<file path="src/rtl/dsp_stage_sequencer.sv">
// Purpose: sequences one sample block through FIR -> FFT -> IFFT -> DMA-out under a per-block stage mask.
// Latency: a start pulse is issued the cycle after block_ready or the previous stage's done pulse.
// Backpressure: one-deep request queue; further block_ready pulses are dropped and flagged on overrun.
//
// Ports:
//   clk, reset                   rising-edge clock, synchronous active-high reset
//   block_ready, stage_mask      block request pulse and its stage enables (bit0 FIR .. bit3 DMA)
//   abort, clear_error           drop current block / leave the error state
//   fir/fft/ifft/dma_done        engine completion pulses
//   start_fir/fft/ifft/dma_out   one-cycle engine start pulses
//   busy, stage, error           status (stage: 0 IDLE, 1 FIR, 2 FFT, 3 IFFT, 4 DMA, 7 ERR)
//   block_done, block_count      block completion pulse and wrapping completed-block counter
//   overrun                      sticky flag: a block request was dropped
module dsp_stage_sequencer #(
    parameter int TIMEOUT_CYCLES = 1024,
    parameter int CNT_WIDTH      = 8
) (
    input  logic                 clk,
    input  logic                 reset,
    input  logic                 block_ready,
    input  logic [3:0]           stage_mask,
    input  logic                 abort,
    input  logic                 clear_error,
    input  logic                 fir_done,
    input  logic                 fft_done,
    input  logic                 ifft_done,
    input  logic                 dma_done,
    output logic                 start_fir,
    output logic                 start_fft,
    output logic                 start_ifft,
    output logic                 start_dma_out,
    output logic                 busy,
    output logic [2:0]           stage,
    output logic                 block_done,
    output logic                 error,
    output logic                 overrun,
    output logic [CNT_WIDTH-1:0] block_count
);

    localparam int TW = $clog2(TIMEOUT_CYCLES + 1);
    localparam logic [TW-1:0] TMAX = TW'(TIMEOUT_CYCLES);

    typedef enum logic [2:0] {
        S_IDLE = 3'd0,
        S_FIR  = 3'd1,
        S_FFT  = 3'd2,
        S_IFFT = 3'd3,
        S_DMA  = 3'd4,
        S_ERR  = 3'd7
    } state_t;

    state_t               state_q, state_d;
    logic [TW-1:0]        timer_q, timer_d;
    logic [3:0]           mask_q, mask_d;
    logic                 pend_vld_q, pend_vld_d;
    logic [3:0]           pend_mask_q, pend_mask_d;
    logic                 overrun_q, overrun_d;
    logic [CNT_WIDTH-1:0] count_q, count_d;
    logic                 block_done_q, block_done_d;
    logic [3:0]           start_q, start_d;
    logic                 busy_q, busy_d;
    logic                 error_q, error_d;

    logic                 cur_done;
    logic [3:0]           rest_mask;
    logic                 take;
    logic [3:0]           take_mask;
    logic                 enter;
    logic                 finish;

    // First enabled stage in fixed pipeline order; IDLE when nothing is left.
    function automatic state_t lowest_stage(input logic [3:0] m);
        state_t r;
        if (m[0])      r = S_FIR;
        else if (m[1]) r = S_FFT;
        else if (m[2]) r = S_IFFT;
        else if (m[3]) r = S_DMA;
        else           r = S_IDLE;
        return r;
    endfunction

    // Only the engine owning the current stage can advance it; the remaining
    // mask drops the current and all earlier stages.
    always_comb begin
        cur_done  = 1'b0;
        rest_mask = 4'b0000;
        case (state_q)
            S_FIR:   begin cur_done = fir_done;  rest_mask = mask_q & 4'b1110; end
            S_FFT:   begin cur_done = fft_done;  rest_mask = mask_q & 4'b1100; end
            S_IFFT:  begin cur_done = ifft_done; rest_mask = mask_q & 4'b1000; end
            S_DMA:   begin cur_done = dma_done;  rest_mask = 4'b0000;          end
            default: begin cur_done = 1'b0;      rest_mask = 4'b0000;          end
        endcase
    end

    always_comb begin
        state_d      = state_q;
        timer_d      = timer_q;
        mask_d       = mask_q;
        pend_vld_d   = pend_vld_q;
        pend_mask_d  = pend_mask_q;
        overrun_d    = overrun_q;
        count_d      = count_q;
        block_done_d = 1'b0;
        start_d      = 4'b0000;
        take         = 1'b0;
        take_mask    = 4'b0000;
        enter        = 1'b0;
        finish       = 1'b0;

        case (state_q)
            S_IDLE: begin
                if (clear_error) overrun_d = 1'b0;
                if (abort) begin
                    pend_vld_d = 1'b0;
                end else if (pend_vld_q) begin
                    // Queued request goes first; a fresh request refills the queue.
                    take      = 1'b1;
                    take_mask = pend_mask_q;
                    if (block_ready) pend_mask_d = stage_mask;
                    else             pend_vld_d  = 1'b0;
                end else if (block_ready) begin
                    take      = 1'b1;
                    take_mask = stage_mask;
                end
            end

            S_FIR, S_FFT, S_IFFT, S_DMA: begin
                if (abort) begin
                    state_d    = S_IDLE;
                    timer_d    = '0;
                    pend_vld_d = 1'b0;
                end else begin
                    if (clear_error) overrun_d = 1'b0;
                    // timer_q == 0 is the start cycle itself, where done is not honoured.
                    if (cur_done && (timer_q != '0)) begin
                        state_d = lowest_stage(rest_mask);
                        timer_d = '0;
                        if (rest_mask == 4'b0000) finish = 1'b1;
                        else                      enter  = 1'b1;
                    end else if (timer_q == TMAX) begin
                        state_d = S_ERR;
                        timer_d = '0;
                    end else begin
                        timer_d = timer_q + TW'(1);
                    end
                    if (block_ready) begin
                        if (!pend_vld_q) begin
                            pend_vld_d  = 1'b1;
                            pend_mask_d = stage_mask;
                        end else begin
                            overrun_d = 1'b1;
                        end
                    end
                end
            end

            S_ERR: begin
                if (clear_error) begin
                    state_d    = S_IDLE;
                    overrun_d  = 1'b0;
                    pend_vld_d = 1'b0;
                end else if (block_ready) begin
                    overrun_d = 1'b1;
                end
            end

            default: begin
                state_d = S_IDLE;
                timer_d = '0;
            end
        endcase

        if (take) begin
            mask_d = take_mask;
            if (take_mask == 4'b0000) begin
                finish = 1'b1;
            end else begin
                state_d = lowest_stage(take_mask);
                timer_d = '0;
                enter   = 1'b1;
            end
        end

        if (finish) begin
            block_done_d = 1'b1;
            count_d      = count_q + CNT_WIDTH'(1);
        end

        if (enter) begin
            case (state_d)
                S_FIR:   start_d = 4'b0001;
                S_FFT:   start_d = 4'b0010;
                S_IFFT:  start_d = 4'b0100;
                S_DMA:   start_d = 4'b1000;
                default: start_d = 4'b0000;
            endcase
        end

        busy_d  = (state_d != S_IDLE);
        error_d = (state_d == S_ERR);
    end

    always_ff @(posedge clk) begin
        if (reset) begin
            state_q      <= S_IDLE;
            timer_q      <= '0;
            mask_q       <= 4'b0000;
            pend_vld_q   <= 1'b0;
            pend_mask_q  <= 4'b0000;
            overrun_q    <= 1'b0;
            count_q      <= '0;
            block_done_q <= 1'b0;
            start_q      <= 4'b0000;
            busy_q       <= 1'b0;
            error_q      <= 1'b0;
        end else begin
            state_q      <= state_d;
            timer_q      <= timer_d;
            mask_q       <= mask_d;
            pend_vld_q   <= pend_vld_d;
            pend_mask_q  <= pend_mask_d;
            overrun_q    <= overrun_d;
            count_q      <= count_d;
            block_done_q <= block_done_d;
            start_q      <= start_d;
            busy_q       <= busy_d;
            error_q      <= error_d;
        end
    end

    assign start_fir     = start_q[0];
    assign start_fft     = start_q[1];
    assign start_ifft    = start_q[2];
    assign start_dma_out = start_q[3];
    assign busy          = busy_q;
    assign stage         = state_q;
    assign block_done    = block_done_q;
    assign error         = error_q;
    assign overrun       = overrun_q;
    assign block_count   = count_q;

endmodule
</file>
<file path="config.mk">
export PLATFORM = sky130hd
export DESIGN_NAME = dsp_stage_sequencer
export DESIGN_NICKNAME = d
export VERILOG_FILES = /design/src/rtl/dsp_stage_sequencer.sv
export SDC_FILE = /design/constraint.sdc
export NUM_CORES = 1
export LEC_CHECK = 0
export BUFFER_PORTS_ARGS = -buffer_cell sky130_fd_sc_hd__clkbuf_2
export CAP_MARGIN = 20
export CORE_MARGIN = 8
export CORE_UTILIZATION = 55
export CTS_BUF_LIST = sky130_fd_sc_hd__clkbuf_4
export CTS_CLUSTER_SIZE = 12
export DETAILED_ROUTE_END_ITERATION = 10
export PLACE_DENSITY = 0.8
export REMOVE_ABC_BUFFERS = 1
export SETUP_SLACK_MARGIN = 0.5
export SYNTH_ARGS = -nofsm -noshare
export SYNTH_HDL_FRONTEND = slang
export SYNTH_SLANG_ARGS = --single-unit
</file>
<file path="constraint.sdc">
create_clock -name clk -period 4.4 [get_ports clk]
set_clock_uncertainty 0.2 [all_clocks]
set_input_delay 0.44 -clock clk [delete_from_list [all_inputs] [get_ports clk]]
set_output_delay 0.44 -clock clk [all_outputs]
set_load 0.1 [all_outputs]
</file>
Yosys cells after proc, flatten, opt, wreduce, memory -nomap -nowiden
Cells that the tools add are included.
{"block": "op_classes", "add_sub_neg": 2, "n_eq_ne": 20, "muxes": 64, "bitwise_logic": 1, "reduce_logical": 14}
{"cell": "2-to-1 mux 11 bit", "count": 5}
{"cell": "2-to-1 mux 3 bit", "count": 14}
{"cell": "2-to-1 mux 4 bit", "count": 10}
{"cell": "2-to-1 mux 1 bit", "count": 27}
{"cell": "one-hot mux 11 bit (2 select lines)", "count": 1}
{"cell": "one-hot mux 4 bit (4 select lines)", "count": 1}
{"cell": "!= test 2 bit (second input constant)", "count": 7}
{"cell": "equality test 3 x 2 -> 1 bit (second input constant)", "count": 4}
{"cell": "equality test 3 bit (second input constant)", "count": 4}
{"cell": "one-hot mux 4 bit (3 select lines)", "count": 1}
{"cell": "adder 11 x 1 -> 11 bit (second input constant)", "count": 1}
{"cell": "equality test 11 bit (second input constant)", "count": 1}
{"cell": "nonzero test 11 bit", "count": 1}
{"cell": "one-hot mux 3 bit (3 select lines)", "count": 1}
{"cell": "adder 8 x 1 -> 8 bit (second input constant)", "count": 1}
{"cell": "logical NOT 4 bit", "count": 2}
{"cell": "one-hot mux 4 bit (2 select lines)", "count": 1}
{"cell": "AND reduction 7 bit", "count": 1}
{"cell": "equality test 3 x 1 -> 1 bit (second input constant)", "count": 2}
{"cell": "!= test 3 bit (second input constant)", "count": 2}
{"cell": "one-hot mux 1 bit (3 select lines)", "count": 2}
{"cell": "AND reduction 3 bit", "count": 2}
{"cell": "nonzero test 3 bit", "count": 2}
{"cell": "one-hot mux 1 bit (4 select lines)", "count": 1}
{"cell": "6 further kinds", "count": 7}
{"block": "word_totals", "register_bits": 39, "in_bits": 13, "out_inout_bits": 19, "wordCells": 112}

Longest topological paths before layout
{"block": "logic_depth", "ltp_word": 13, "ltp_mapped": 10, "mapped_depth_nobuf": 8}

Worst setup path after synthesis
No wires, ideal clock.
{"block": "synth_timing", "kind": "flip-flop to flip-flop", "startpoint": "register state_q[0] (netlist: stage[0])", "endpoint": "register busy_q (netlist: busy)", "setup_time_ps": 151, "arrival_ps": 2812, "required_time_ps": 4049, "path_slack_ps": 1237, "stages_incl_launch_ff": 8, "n_path_buf": 1, "synth_period_minus_slack_ps": 3163, "cell_sequence": "dfxtp_1 > mux2_1 > a311o_1 > and2_4 > buf_6 > o311a_1 > a311oi_4 > a31oi_1"}
{"block": "synth_between", "elab_chain_cells": 12, "elab_cells_between_ends": 29}
{"item": "from (decl)", "line": "52", "text": "state_t state_q, state_d;"}
{"item": "from (signal assigned)", "line": "218", "text": "state_q <= state_d;"}
{"item": "equality test 3 x 2 -> 1 bit / equality test 3 x 1 -> 1 bit (equally long branches)", "line": "87, 111"}
{"item": "one-hot mux 4 bit (3 select lines)", "line": "87", "text": "case (state_q)"}
{"item": "2-to-1 mux 3 bit", "line": "77", "text": "else if (m[3]) r = S_DMA;"}
{"item": "2-to-1 mux 3 bit", "line": "76", "text": "else if (m[2]) r = S_IFFT;"}
{"item": "2-to-1 mux 3 bit", "line": "75", "text": "else if (m[1]) r = S_FFT;"}
{"item": "2-to-1 mux 3 bit", "line": "74", "text": "if (m[0]) r = S_FIR;"}
{"item": "2-to-1 mux 3 bit", "line": "136", "text": "if (cur_done && (timer_q != '0)) begin"}
{"item": "2-to-1 mux 3 bit", "line": "129", "text": "if (abort) begin"}
{"item": "one-hot mux 3 bit (3 select lines)", "line": "111", "text": "case (state_q)"}
{"item": "2-to-1 mux 3 bit", "line": "176", "text": "if (take_mask == 4'b0000) begin"}
{"item": "2-to-1 mux 3 bit (*)", "line": "174", "text": "if (take) begin"}
{"item": "nonzero test 3 bit (*)", "line": "200", "text": "busy_d = (state_d != S_IDLE);"}
{"item": "to (signal assigned)", "line": "227", "text": "busy_q <= busy_d;"}
{"item": "to (decl)", "line": "61", "text": "logic busy_q, busy_d;"}
Every way passes the cells marked *; elsewhere a longest branch is shown, timed or not.
A chain may end at the register's enable or synchronous reset.

Worst setup path in the final report
{"block": "layout_timing", "startpoint": "register state_q[0] (netlist: stage[0])", "endpoint": "register count_q[6] (netlist: block_count[6])"}
{"block": "layout_between", "elab_chain_cells": 9, "elab_cells_between_ends": 19}
{"item": "equality test 3 x 2 -> 1 bit / equality test 3 x 1 -> 1 bit (equally long branches)", "line": "87, 111"}
{"item": "one-hot mux 4 bit (3 select lines)", "line": "87"}
{"item": "logical NOT 4 bit", "line": "139", "text": "if (rest_mask == 4'b0000) finish = 1'b1;"}
{"item": "2-to-1 mux 1 bit", "line": "139"}
{"item": "2-to-1 mux 1 bit", "line": "136"}
{"item": "2-to-1 mux 1 bit", "line": "129"}
{"item": "2-to-1 mux 1 bit", "line": "111"}
{"item": "2-to-1 mux 1 bit", "line": "176"}
{"item": "2-to-1 mux 1 bit (*)", "line": "174"}
{"item": "to (signal assigned)", "line": "224", "text": "count_q <= count_d;"}
{"item": "to (decl)", "line": "58", "text": "logic [CNT_WIDTH-1:0] count_q, count_d;"}
Marks and branches as above.

==> impl_metrics.csv <==
group,metric,value,unit
place,place_congestion,0.886,
setup_path,worst-setup-path-type,"flop to flop",
cts,cts_buffers,5,
pwr,ir_worst_vdd,0.000178,V
place,portBuffers,31,
synthesis,synth_seq_area_share,36.0,%
setup_path,cp-end-kind,"flop",
cts,post_cts_resized,0,
sta,relSlewSlack,24.3,%
floorplan,initial_utilization,57.4,%
detailed_routing,antenna_left,0,
place,hpwl,3530,µm
synthesis,yosys.area.top_type_share,36.0,%
detailed_routing,vias_per_cell,5.90,
cts,cts.root.buffer_cell,"clkbuf_4",
setup_path,worst_path_max_delay_cell,"a32oi_1",
synthesis,post_synth.cell_area_avg,7.75,µm²
synthesis,ys_types,54,
cts,cts-hold-fix-buffers,0,
synthesis,syn_area,2120,µm²
detailed_routing,drc_errors,0,
setup_path,path_cells,"mux2_1 > a311o_1 > and2_4 > a32oi_1 > o21ai_0 > a21oi_1",
cells_and_area,nFillCells,363,
cells_and_area,antennaDiodeCount,0,
floorplan,dieHeight,78.0,µm
sta,worst_pin_slew,1.12,ns
global_route,grt_max_degree,26,
global_route,antenna_found_initial,0,
floorplan,die_w,78.0,µm
cts,cts_setup_buffers,0,
cells_and_area,post-route-cell-area,2310,µm²
sta,finalSetupViolations,0,
synthesis,netlist_instances,273,
cts,clkSlewWorstSetupHoldPaths,0.12,ns
cts,htreeDepth,2,
synthesis,ys_top_cells_by_count,"dfxtp_1, nor2_1, a21oi_1",
detailed_routing,wl_per_cell,13.9,µm
sta,finalHoldViolCount,0,
floorplan,core_area,3690,µm²
synthesis,synth_edf_count,0,
floorplan,io_pins,32,
setup_path,path_max_fanout,18,
worst_hold_path,hold_depth,3,
detailed_routing,drtIter0Drc,127,
global_route,grt.overflow.total,0,
sta,fin_setup_tns,0,ns
global_route,grt_usage,16.2,%
sta,fmax,0.314,GHz
setup_path,slowest_delay,0.85,ns
floorplan,rows,22,
synthesis,async_flop_share,0,%
job,maxCapViolCount,0,
run_status,status,"completed",
setup_path,worst_setup_path_start_kind,"flop",
synthesis,ys_seq_elements,38,
cts,clockBufferDepth,2,
floorplan,die_area,6090,µm²
setup_path,crit_required,4.48,ns
synthesis,yosysTopAreaCell,"dfxtp_1",
cts,cts_tree,"yes",
sta,min_period_over_period,72.4,%
sta,slew_viol_final,0,
global_route,grt_pass1_wl,8340,µm
detailed_routing,drtPass1Iterations,4,
synthesis,ys_warn_count,0,
setup_path,arrival,3.26,ns
sta,min_period,3.19,ns
worst_hold_path,hp-class,"input pin to flop",
detailed_routing,wirelength,4780,µm
global_route,first_global_vias,1905,
cells_and_area,fin_nets,311,
sta,rsz0062_at_grt,"no",
cts,cts_num_sinks,38,
setup_path,r2r_cells,6,
pwr,power,632,µW
cts,insertion_delay,0.35,ns
cells_and_area,drive_gt1_share,13.9,%
place,dpl_cell_area,2260,µm²
synthesis,synthFlopType,"dfxtp_1",
pwr,power_density,273,nW/µm²
detailed_routing,vias,2030,
synthesis,synth.most_common_cell,"dfxtp_1",
pwr,p_leak,0.907,nW
cells_and_area,area_delta_synth_final,9.34,%
synthesis,synth_area_leaders,"dfxtp_1, a21oi_1, o21ai_0",
## path summary, 6_finish.rpt
kind / start / to / slack [ns]
setup / recovery: stage[0] / block_count[6] / 1.21
hold / removal: stage_mask[3] / pend_mask_q[3] / 0.13
setup reg to reg: stage[0] / block_count[6] / 1.21
hold reg to reg: block_count[7] / block_count[7] / 0.31
## stage by stage
stage | std cells | utilization, % | hold WS (ns) | setup WS, ns
floorplan | 257 | - | 0.256 | 0.992
global placement | 336 | 61.3 | 0.271 | 1.32
detailed placement | 336 | 61.3 | 0.292 | 1.25
CTS | 344 | 62.7 | 0.126 | 1.22
global route | 344 | 62.7 | 0.124 | 0.853
finish | 344 | 62.7 | 0.133 | 1.21
## registers in the layout, summed over array words and instances, names as in the netlist
register     flops
block_count      8
block_done       1
busy             1
error            1
mask_q           3
overrun          1
pend_mask_q      4
pend_vld_q       1
stage            3
start_q          4
timer_q         11
## cell type report
class | count | area [µm²] | share of cell area [%]
Inverter | 8 | 30.0 | 1.30
Multi-Input combinational cell | 211 | 1250 | 54.2
Tap cell | 48 | 60.1 | 2.60
Clock inverter | 3 | 16.3 | 0.703
Clock buffer | 5 | 37.5 | 1.62
Timing Repair Buffer | 31 | 155 | 6.71
Sequential cell | 38 | 761 | 32.9
## cell usage in the layout, fill, tap and decap left out, types with 2 or more instances in the layout
cell type  count
nand3_1        9
nor4bb_1       2
dfxtp_1       38
nand3b_1       7
inv_1          8
clkbuf_2      31
nor3b_1        7
xor2_1         2
clkbuf_4       5
a211oi_1       4
a21oi_1       27
a31oi_1        3
mux2i_1        5
nor4_1         2
a22oi_1        2
ha_1           3
and3_1         3
or3_1          7
and2_1         2
nand2_1       25
nand2b_1       2
nor2_1        29
o211a_1        2
o21ai_0       23
nor3_1        16
o211ai_1       3
## layer usage
| metal | track usage (%) | wire, µm | vias up |
|---|---|---|---|
| li1 | - | - | 1044 |
| met1 | 19.6 | 2240 | 947 |
| met2 | 27.0 | 2340 | 33 |
| met3 | 4.78 | 145 | 6 |
| met4 | 5.37 | 48 | 0 |
| met5 | 0 | 0 | - |
## logic make-up after synthesis
kind of cell | after synthesis | synth area share (%)
compound gates | 78 | 23.4
xor+xnor | 3 | 1.24
fa+ha+maj | 4 | 2.25
buf+inv | 24 | 4.79
flops | 38 | 36.0
mux | 6 | 2.90
simple gates | 120 | 29.5
## critical path, delay by kind of cell, from the launching register on
kind | cells | cell delay [ns]
AO/OA/AOI/OAI | 4 | 1.66
flip-flops | 1 | 0.65
multiplexers | 1 | 0.38
AND/OR/NAND/NOR | 1 | 0.22
## where the power goes
| part | internal, mW | switching (mW) |
|---|---|---|
| logic | 0.0249 | 0.0705 |
| clock network | 0.0594 | 0.117 |
| registers | 0.351 | 0.00990 |
| total | 0.435 | 0.197 |
Note: power is estimated with default switching activity, not from simulation.
